<file path="src/rtl/lut_neuron_loader.sv">
// 256x1 truth-table neuron: 32 byte beats load the table, then one-cycle lookups.
// cfg_ready is high only while loading; lookups never stall and are dropped unless armed.
module lut_neuron_loader (
  input  logic       clk,
  input  logic       rst,
  input  logic       cfg_valid,
  output logic       cfg_ready,
  input  logic [7:0] cfg_data,
  input  logic       cfg_last,
  input  logic       cfg_clear,
  output logic       cfg_done,
  output logic       cfg_err,
  input  logic       in_valid,
  input  logic [7:0] M0,
  output logic       out_valid,
  output logic       M1
);

  localparam logic [1:0] S_LOAD  = 2'd0;
  localparam logic [1:0] S_ARMED = 2'd1;
  localparam logic [1:0] S_ERROR = 2'd2;

  logic [1:0]   r_state;
  logic [1:0]   w_state_nxt;
  logic [4:0]   r_cnt;
  logic [255:0] r_table;
  logic         w_accept;
  logic         w_lookup;

  // A clear in the same cycle as a beat wins, so the beat is not taken.
  assign w_accept = cfg_valid & cfg_ready & ~cfg_clear;
  assign w_lookup = in_valid & (r_state == S_ARMED);

  always_ff @(posedge clk or posedge rst) begin
    if (rst) begin
      r_state <= S_LOAD;
    end else begin
      r_state <= w_state_nxt;
    end
  end

  always_comb begin
    w_state_nxt = r_state;
    case (r_state)
      S_LOAD: begin
        if (w_accept) begin
          if (r_cnt == 5'd31) begin
            w_state_nxt = cfg_last ? S_ARMED : S_ERROR;
          end else if (cfg_last) begin
            w_state_nxt = S_ERROR;
          end
        end
      end
      S_ARMED: w_state_nxt = S_ARMED;
      S_ERROR: w_state_nxt = S_ERROR;
      default: w_state_nxt = S_ERROR;
    endcase
    if (cfg_clear) begin
      w_state_nxt = S_LOAD;
    end
  end

  always_comb begin
    cfg_ready = 1'b0;
    cfg_done  = 1'b0;
    cfg_err   = 1'b0;
    case (r_state)
      S_LOAD:  cfg_ready = 1'b1;
      S_ARMED: cfg_done  = 1'b1;
      default: cfg_err   = 1'b1;
    endcase
  end

  always_ff @(posedge clk or posedge rst) begin
    if (rst) begin
      r_cnt     <= 5'd0;
      r_table   <= '0;
      out_valid <= 1'b0;
      M1        <= 1'b0;
    end else begin
      if (cfg_clear) begin
        r_cnt <= 5'd0;
      end else if (w_accept) begin
        r_cnt <= (w_state_nxt == S_LOAD) ? r_cnt + 5'd1 : 5'd0;
      end
      if (w_accept) begin
        r_table[{r_cnt, 3'b000} +: 8] <= cfg_data;
      end
      out_valid <= w_lookup;
      if (w_lookup) begin
        M1 <= r_table[M0];
      end
    end
  end

endmodule

</file>
<file path="config.mk">
export PLATFORM = sky130hd
export DESIGN_NAME = lut_neuron_loader
export DESIGN_NICKNAME = d
export VERILOG_FILES = /design/src/rtl/lut_neuron_loader.sv
export SDC_FILE = /design/constraint.sdc
export NUM_CORES = 1
export LEC_CHECK = 0
export ABC_CLOCK_PERIOD_IN_PS = 11070
export CAP_MARGIN = 5
export CORE_UTILIZATION = 60
export DETAILED_ROUTE_END_ITERATION = 10
export DONT_BUFFER_PORTS = 1
export PLACE_DENSITY = 0.75
export SETUP_SLACK_MARGIN = 0.3
export SYNTH_ARGS = -nofsm -noshare
export SYNTH_HDL_FRONTEND = slang
export SYNTH_SLANG_ARGS = --single-unit
export TNS_END_PERCENT = 20
</file>
<file path="constraint.sdc">
create_clock -name clk -period 11.07 [get_ports clk]
set_clock_uncertainty 0.2 [all_clocks]
set_input_delay 2.7675 -clock clk [delete_from_list [all_inputs] [get_ports clk]]
set_output_delay 2.7675 -clock clk [all_outputs]
set_load 0.01 [all_outputs]
</file>
==> results of run 1 <==
## power groups by stage
| stage | combinational (mW) | sequential [mW] | clock, mW |
|---|---|---|---|
| floorplan | 0.126 | 1.03 | 0 |
| global placement | 0.138 | 1.03 | 0 |
| detailed placement | 0.141 | 1.03 | 0 |
| CTS | 0.141 | 1.02 | 0.914 |
| global route | 0.152 | 1.02 | 0.959 |
| finish | 0.140 | 1.02 | 0.906 |
## layout make-up
class | instances | area (um^2)
multi-input cells | 718 | 5680
well taps | 270 | 338
clock buffers | 46 | 880
flip-flops and latches | 265 | 6630
inverters | 9 | 41.3
repair buffers | 5 | 37.5
fillers | 1532 | 6810
clock inverters | 3 | 15.0
## cells in the final DEF, fill, tap and decap left out, types with 4 or more instances in the layout
master	n
nor3_1	6
mux2_2	137
nor2b_1	11
a21oi_1	5
clkbuf_8	9
nand3_2	5
a211oi_1	5
dfrtp_1	265
inv_1	8
mux4_2	54
mux2i_1	21
nand3_1	26
o31ai_1	30
clkbuf_16	29
clkbuf_1	8
buf_4	5
o22ai_1	6
nand2_1	176
ha_1	6
and3_1	4
o21ai_0	106
a22oi_1	14
a31oi_1	4
nor2_1	45
nand4_1	6
## cells by family after synthesis
| logic type | Yosys count | share of synthesized area |
|---|---|---|
| AOI/OAI and AO/OA | 186 | 0.0918 |
| xor gates and xnor gates | 6 | 0.00417 |
| adders and majority gates | 6 | 0.00596 |
| buffers and inverters | 73 | 0.0249 |
| DFF | 265 | 0.526 |
| muxes | 212 | 0.236 |
| and+or+nand+nor | 308 | 0.111 |
## flip-flops by register name, indices dropped and copies added (netlist names)
signal and flops:
r_table 256, r_cnt 5, r_state 2, M1 1
out_valid 1
## stage by stage
| stage | instance area (um^2) | utilization | setup slack [ns] | std cells | hold slack [ns] |
|---|---|---|---|---|---|
| 6_report | 13600 | 0.667 | 6.26 | 1316 | 0.274 |
| 2_1_floorplan | 12600 | - | 0.806 | 1056 | 0.243 |
| 5_1_grt | 13600 | 0.667 | 6.18 | 1316 | 0.291 |
| 3_3_place_gp | 12700 | 0.623 | 5.97 | 1267 | 0.254 |
| 3_5_place_dp | 12700 | 0.623 | 5.82 | 1267 | 0.264 |
| 4_1_cts | 13600 | 0.667 | 6.37 | 1316 | 0.277 |
## path summary, 6_finish.rpt
kind / start / cells after the start / endpoint / slack [ns]
worst max-delay path: cfg_clear / 6 / r_table[109] / 6.26
worst min-delay path: r_table[246] / 2 / r_table[246] / 0.27
worst max register to register: r_cnt[0] / 7 / r_table[161] / 7.22
worst min register to register: r_table[246] / 2 / r_table[246] / 0.27
max in group asynchronous: rst / 2 / r_table[164] / 7.09
min in group asynchronous: rst / 1 / r_table[12] / 2.05
## per-layer routing
layer	share of wire	vias to the layer above	global-route usage
met3	0.085	72	0.0795
met2	0.46	287	0.458
li1	-	3769	-
met5	0	-	0
met4	0.036	0	0.121
met1	0.42	4283	0.427
## critical path: stages
cell,delay [ns]
nor4b_1,0.38
a21boi_0,0.33
and3_1,0.61
nand3_1,0.54
nand2_1,0.24
o21ai_0,0.12
==> impl_metrics.py, run 1 <==
metrics = {
    "drt": {
        "wl_um": 31000,
        "ant_nets": 0,
        "vias": 8411,
        "drc": 0,
        "vias_per_cell": 6.39,
        "wire_per_inst_um": 23.5,
        "drtPass1Iterations": 5,
        "drt_iter0_drc": 749,
    },
    "floorplanning": {
        "die_area_mm2": 0.0216,
        "core-area_mm2": 0.0204,
        "chipWidth_um": 147,
        "rows": 52,
        "fp.dieH_um": 147,
        "start_util": 0.617,
        "num_io_pins": 27,
    },
    "sta": {
        "tightest_slew_ns": 1.10,
        "fmax_mhz": 208,
        "fin_crit_sh": 0.434,
        "report.final.slew_viol_count": 0,
        "hold_viol_final": 0,
        "maxSlewHeadroom": 0.258,
        "rsz0062_at_grt": "false",
        "setup_tns_ns": 0,
        "fin_crit_ns": 4.81,
        "setup_viol": 0,
    },
    "cts": {
        "clkSlewWorstSetupHoldPaths_ns": 0.06,
        "h-tree-depth": 1,
        "cts_tree": "done",
        "cts_hold_buf": 0,
        "clk_latency_ns": 0.53,
        "postCtsSetupRepairBufs": 0,
        "cts-resized-gates": 0,
        "cts_made_buffers": 28,
        "cts.sinks": 265,
        "root_buffer": "clkbuf_16",
        "cts_max_path_buffers": 3,
    },
    "synth": {
        "synthTopCellsByArea": "dfrtp_1 (53%), mux2_2 (12%), mux4_2 (9.7%)",
        "synth_seq_cells": 265,
        "async_flop_share": 1.00,
        "synth_area_mm2": 0.0126,
        "syn_area_per_cell_um2": 11.9,
        "ys_top_cells_by_count": "dfrtp_1 (265), nand2_1 (176), mux2_2 (137)",
        "yosysMostFrequentCell": "dfrtp_1",
        "yosysSeqAreaShare": 0.526,
        "yosys_warnings": 0,
        "synth_flop_cell": "dfrtp_1",
        "synthDistinctLibCells": 57,
        "yosys.area.top_type": "dfrtp_1",
        "synth_edf_count": 0,
        "syn_inst": 1056,
        "synth_top_cell_area_share": 0.526,
        "syn-num-nets": 1084,
    },
    "critical_path": {
        "crit_arrival_ns": 5.00,
        "startpoint_type": "input port",
        "critPathRequiredTime_ns": 11.26,
        "critPathKind": "input port to flop",
        "critical_path.max_fanout": 16,
        "end_kind": "flop",
    },
    "global_routing": {
        "grt.total_usage": 0.304,
        "grt_first_pass_wirelength_um": 50000,
        "antenna_found_initial": 0,
        "overflow": 0,
        "grt_pass1_vias": 8509,
        "grt_max_degree": 131,
    },
    "final_layout": {
        "layout.nets": 1055,
        "num_antenna_cells": 0,
        "layout-drive-gt1-share": 0.248,
        "area_delta_synth_final_pct": 8.13,
    },
    "status": {
        "status": "finished clean",
    },
    "power": {
        "p_leak_nw": 6.10,
        "peakVddDrop_mv": 0.111,
        "swShare": 0.226,
        "p_comb_frac": 0.068,
        "p_seq_frac": 0.493,
        "intPower_mw": 1.60,
        "powerDensity_mw_per_mm2": 151,
        "power_mw": 2.06,
        "power_switching_uw": 466,
        "clkPwrFrac": 0.439,
    },
    "flow_run": {
        "maxCapViolCount": 0,
    },
    "placed_design": {
        "dp_hpwl_um": 20000,
        "gp_congestion": 0.901,
        "portBuffers": 0,
    },
    "hold_path": {
        "hp-class": "flop to flop",
    },
}
(Power assumes the default switching activity.)
==> inputs of run 2 (changes only) <==
--- a/config.mk
+++ b/config.mk
@@ -5,9 +5,9 @@
 export SDC_FILE = /design/constraint.sdc
 export NUM_CORES = 1
 export LEC_CHECK = 0
-export ABC_CLOCK_PERIOD_IN_PS = 11070
+export ABC_CLOCK_PERIOD_IN_PS = 3900
 export CAP_MARGIN = 5
-export CORE_UTILIZATION = 60
+export CORE_UTILIZATION = 58
 export DETAILED_ROUTE_END_ITERATION = 10
 export DONT_BUFFER_PORTS = 1
 export PLACE_DENSITY = 0.75
==> constraint.sdc (replaced) <==
create_clock -name clk -period 3.9 [get_ports clk]
set_clock_uncertainty 0.2 [all_clocks]
set_input_delay 0.975 -clock clk [delete_from_list [all_inputs] [get_ports clk]]
set_output_delay 0.975 -clock clk [all_outputs]
set_load 0.01 [all_outputs]
==> impl_metrics.py, run 2 (synthesis gave the netlist of run 1 again) <==
metrics = {
    "drt": {
        "vias_per_cell": 6.38,
        "ant_nets": 0,
        "drc": 0,
        "wire_per_inst_um": 23.4,
        "vias": 8580,
        "wl_um": 31400,
        "drt_iter0_drc": 792,
        "drtPass1Iterations": 7,
    },
    "final_layout": {
        "final_cells": 1344,
        "area_delta_synth_final_pct": 10.1,
        "fin_area_mm2": 0.0139,
        "layout_common_cells": "dfrtp_1 (265), nand2_1 (176), mux2_2 (137), o21ai_0 (106), mux4_2 (54)",
        "reg_top3": "r_table: 256 flops, r_cnt: 5 flops, r_state: 2 flops",
        "regMostFlops": "r_table",
        "layout.nets": 1076,
        "layout-drive-gt1-share": 0.265,
        "layout_commonest_cell": "dfrtp_1",
        "largest_register_ffs": 256,
    },
    "floorplanning": {
        "core-area_mm2": 0.0212,
        "die_area_mm2": 0.0223,
        "chipWidth_um": 149,
        "rows": 53,
        "fp.dieH_um": 149,
        "start_util": 0.595,
        "num_io_pins": 27,
    },
    "critical_path": {
        "startpoint_type": "flop",
        "critPathKind": "flop to flop",
        "critPathLaunch": "r_cnt[1]",
        "r2r_slack_ns": 0.42,
        "end_kind": "flop",
        "critical_path.max_fanout": 16,
        "r2r_end": "r_table[234]",
        "reg2reg_depth": 7,
        "critPathRequiredTime_ns": 4.14,
        "timing.rr.start": "r_cnt[1]",
        "crit_arrival_ns": 3.72,
        "critical_path.endpoint": "r_table[234]",
    },
    "sta": {
        "tightest_slew_ns": 0.882,
        "maxSlewHeadroom": 0.408,
        "rsz0062_at_grt": "false",
        "report.final.slew_viol_count": 0,
        "hold_viol_final": 0,
        "fin_crit_sh": 0.891,
        "setup_viol": 0,
        "fmax_mhz": 288,
        "fin_crit_ns": 3.48,
    },
    "power": {
        "power_switching_mw": 1.36,
        "swShare": 0.226,
        "peakVddDrop_mv": 0.310,
        "powerDensity_mw_per_mm2": 432,
        "clkPwrFrac": 0.450,
        "intPower_mw": 4.64,
        "p_comb_frac": 0.070,
        "p_leak_nw": 6.22,
        "p_seq_frac": 0.481,
    },
    "global_routing": {
        "grt_pass1_vias": 8745,
        "antenna_found_initial": 1,
        "grt_first_pass_wirelength_um": 49600,
        "grt_max_degree": 74,
        "grt.total_usage": 0.297,
        "overflow": 0,
    },
    "cts": {
        "cts_max_path_buffers": 3,
        "cts.sinks": 265,
        "clkSlewWorstSetupHoldPaths_ns": 0.06,
        "cts_tree": "done",
        "h-tree-depth": 1,
        "cts_made_buffers": 28,
        "clk_latency_ns": 0.54,
        "root_buffer": "clkbuf_16",
    },
    "placed_design": {
        "gp_congestion": 0.970,
        "portBuffers": 0,
        "placed_cells": 1293,
        "dp_hpwl_um": 20200,
        "dpl_cell_area_mm2": 0.0129,
    },
    "status": {
        "status": "finished clean",
    },
    "hold_path": {
        "hp-class": "input port to async pin",
    },
    "flow_run": {
        "maxCapViolCount": 0,
    },
}
run 2: changes by cell type in the layout (fill, tap and decap cells not counted), sizes merged:
cell	delta
inv	-1
clkinvlp	+3
diode	+1
clkbuf	-3
buf	+21
bufinv	+2
run 2: power by group through the flow:
| stage | registers, mW | logic [mW] | clock network [mW] |
|---|---|---|---|
| 3_3_place_gp | 2.92 | 0.408 | 0 |
| 6_report | 2.88 | 0.419 | 2.70 |
| 5_1_grt | 2.89 | 0.451 | 2.84 |
| 4_1_cts | 2.88 | 0.419 | 2.72 |
| 3_5_place_dp | 2.93 | 0.416 | 0 |
| 2_1_floorplan | 2.92 | 0.357 | 0 |
run 2: final cells by class:
| cell class | count | area [um^2] |
|---|---|---|
| Fill cell | 1567 | 7290 |
| Tap cell | 275 | 344 |
| Multi-Input combinational cell | 718 | 5680 |
| Antenna cell | 1 | 2.50 |
| Timing Repair Buffer | 26 | 233 |
| Sequential cell | 265 | 6630 |
| Inverter | 9 | 37.5 |
| Clock buffer | 43 | 848 |
| Clock inverter | 7 | 90.1 |
run 2: worst max-delay path: stages (launching register included):
cell and delay, ns:
dfrtp_1 0.46, inv_1 0.11, ha_1 0.33, or3b_4 0.46
or3_4 0.42, a211oi_4 0.57, nand3_1 0.48, o21ai_0 0.35
run 2: through the flow:
stage	power [mW]	utilization	TNS [ns]	setup slack [ns]	hold slack, ns
floorplan	3.27	-	-204.71	-0.773	0.243
global placement	3.33	0.611	0	0.612	0.255
detailed placement	3.35	0.611	0	0.535	0.262
CTS	6.02	0.655	0	0.520	0.186
global route	6.18	0.655	0	0.311	0.208
finish	6.00	0.656	0	0.424	0.183
run 2: what timing repair did:
item	in CTS	in global routing
buffers inserted	0	0
hold buffers	0	0
endpoints found under the setup margin	0	1
resized for setup	0	1
run 2: worst min-delay path by stage:
stage          cells past startpoint  slack, ns      endpoint
6_report                           1       0.18   r_table[75]
2_1_floorplan                      2       0.24  r_table[146]
5_1_grt                            1       0.21   r_table[75]
3_5_place_dp                       2       0.26   r_table[51]
3_3_place_gp                       2       0.25   r_table[21]
4_1_cts                            1       0.19   r_table[75]
run 2: metal layers:
layer  wire length [um]  track usage  vias to the layer above
li1                   -            -                     3817
met1              12700        0.394                     4302
met2              14500        0.459                      355
met3               2840       0.0862                      106
met4               1330        0.121                        0
met5                  0            0                        -
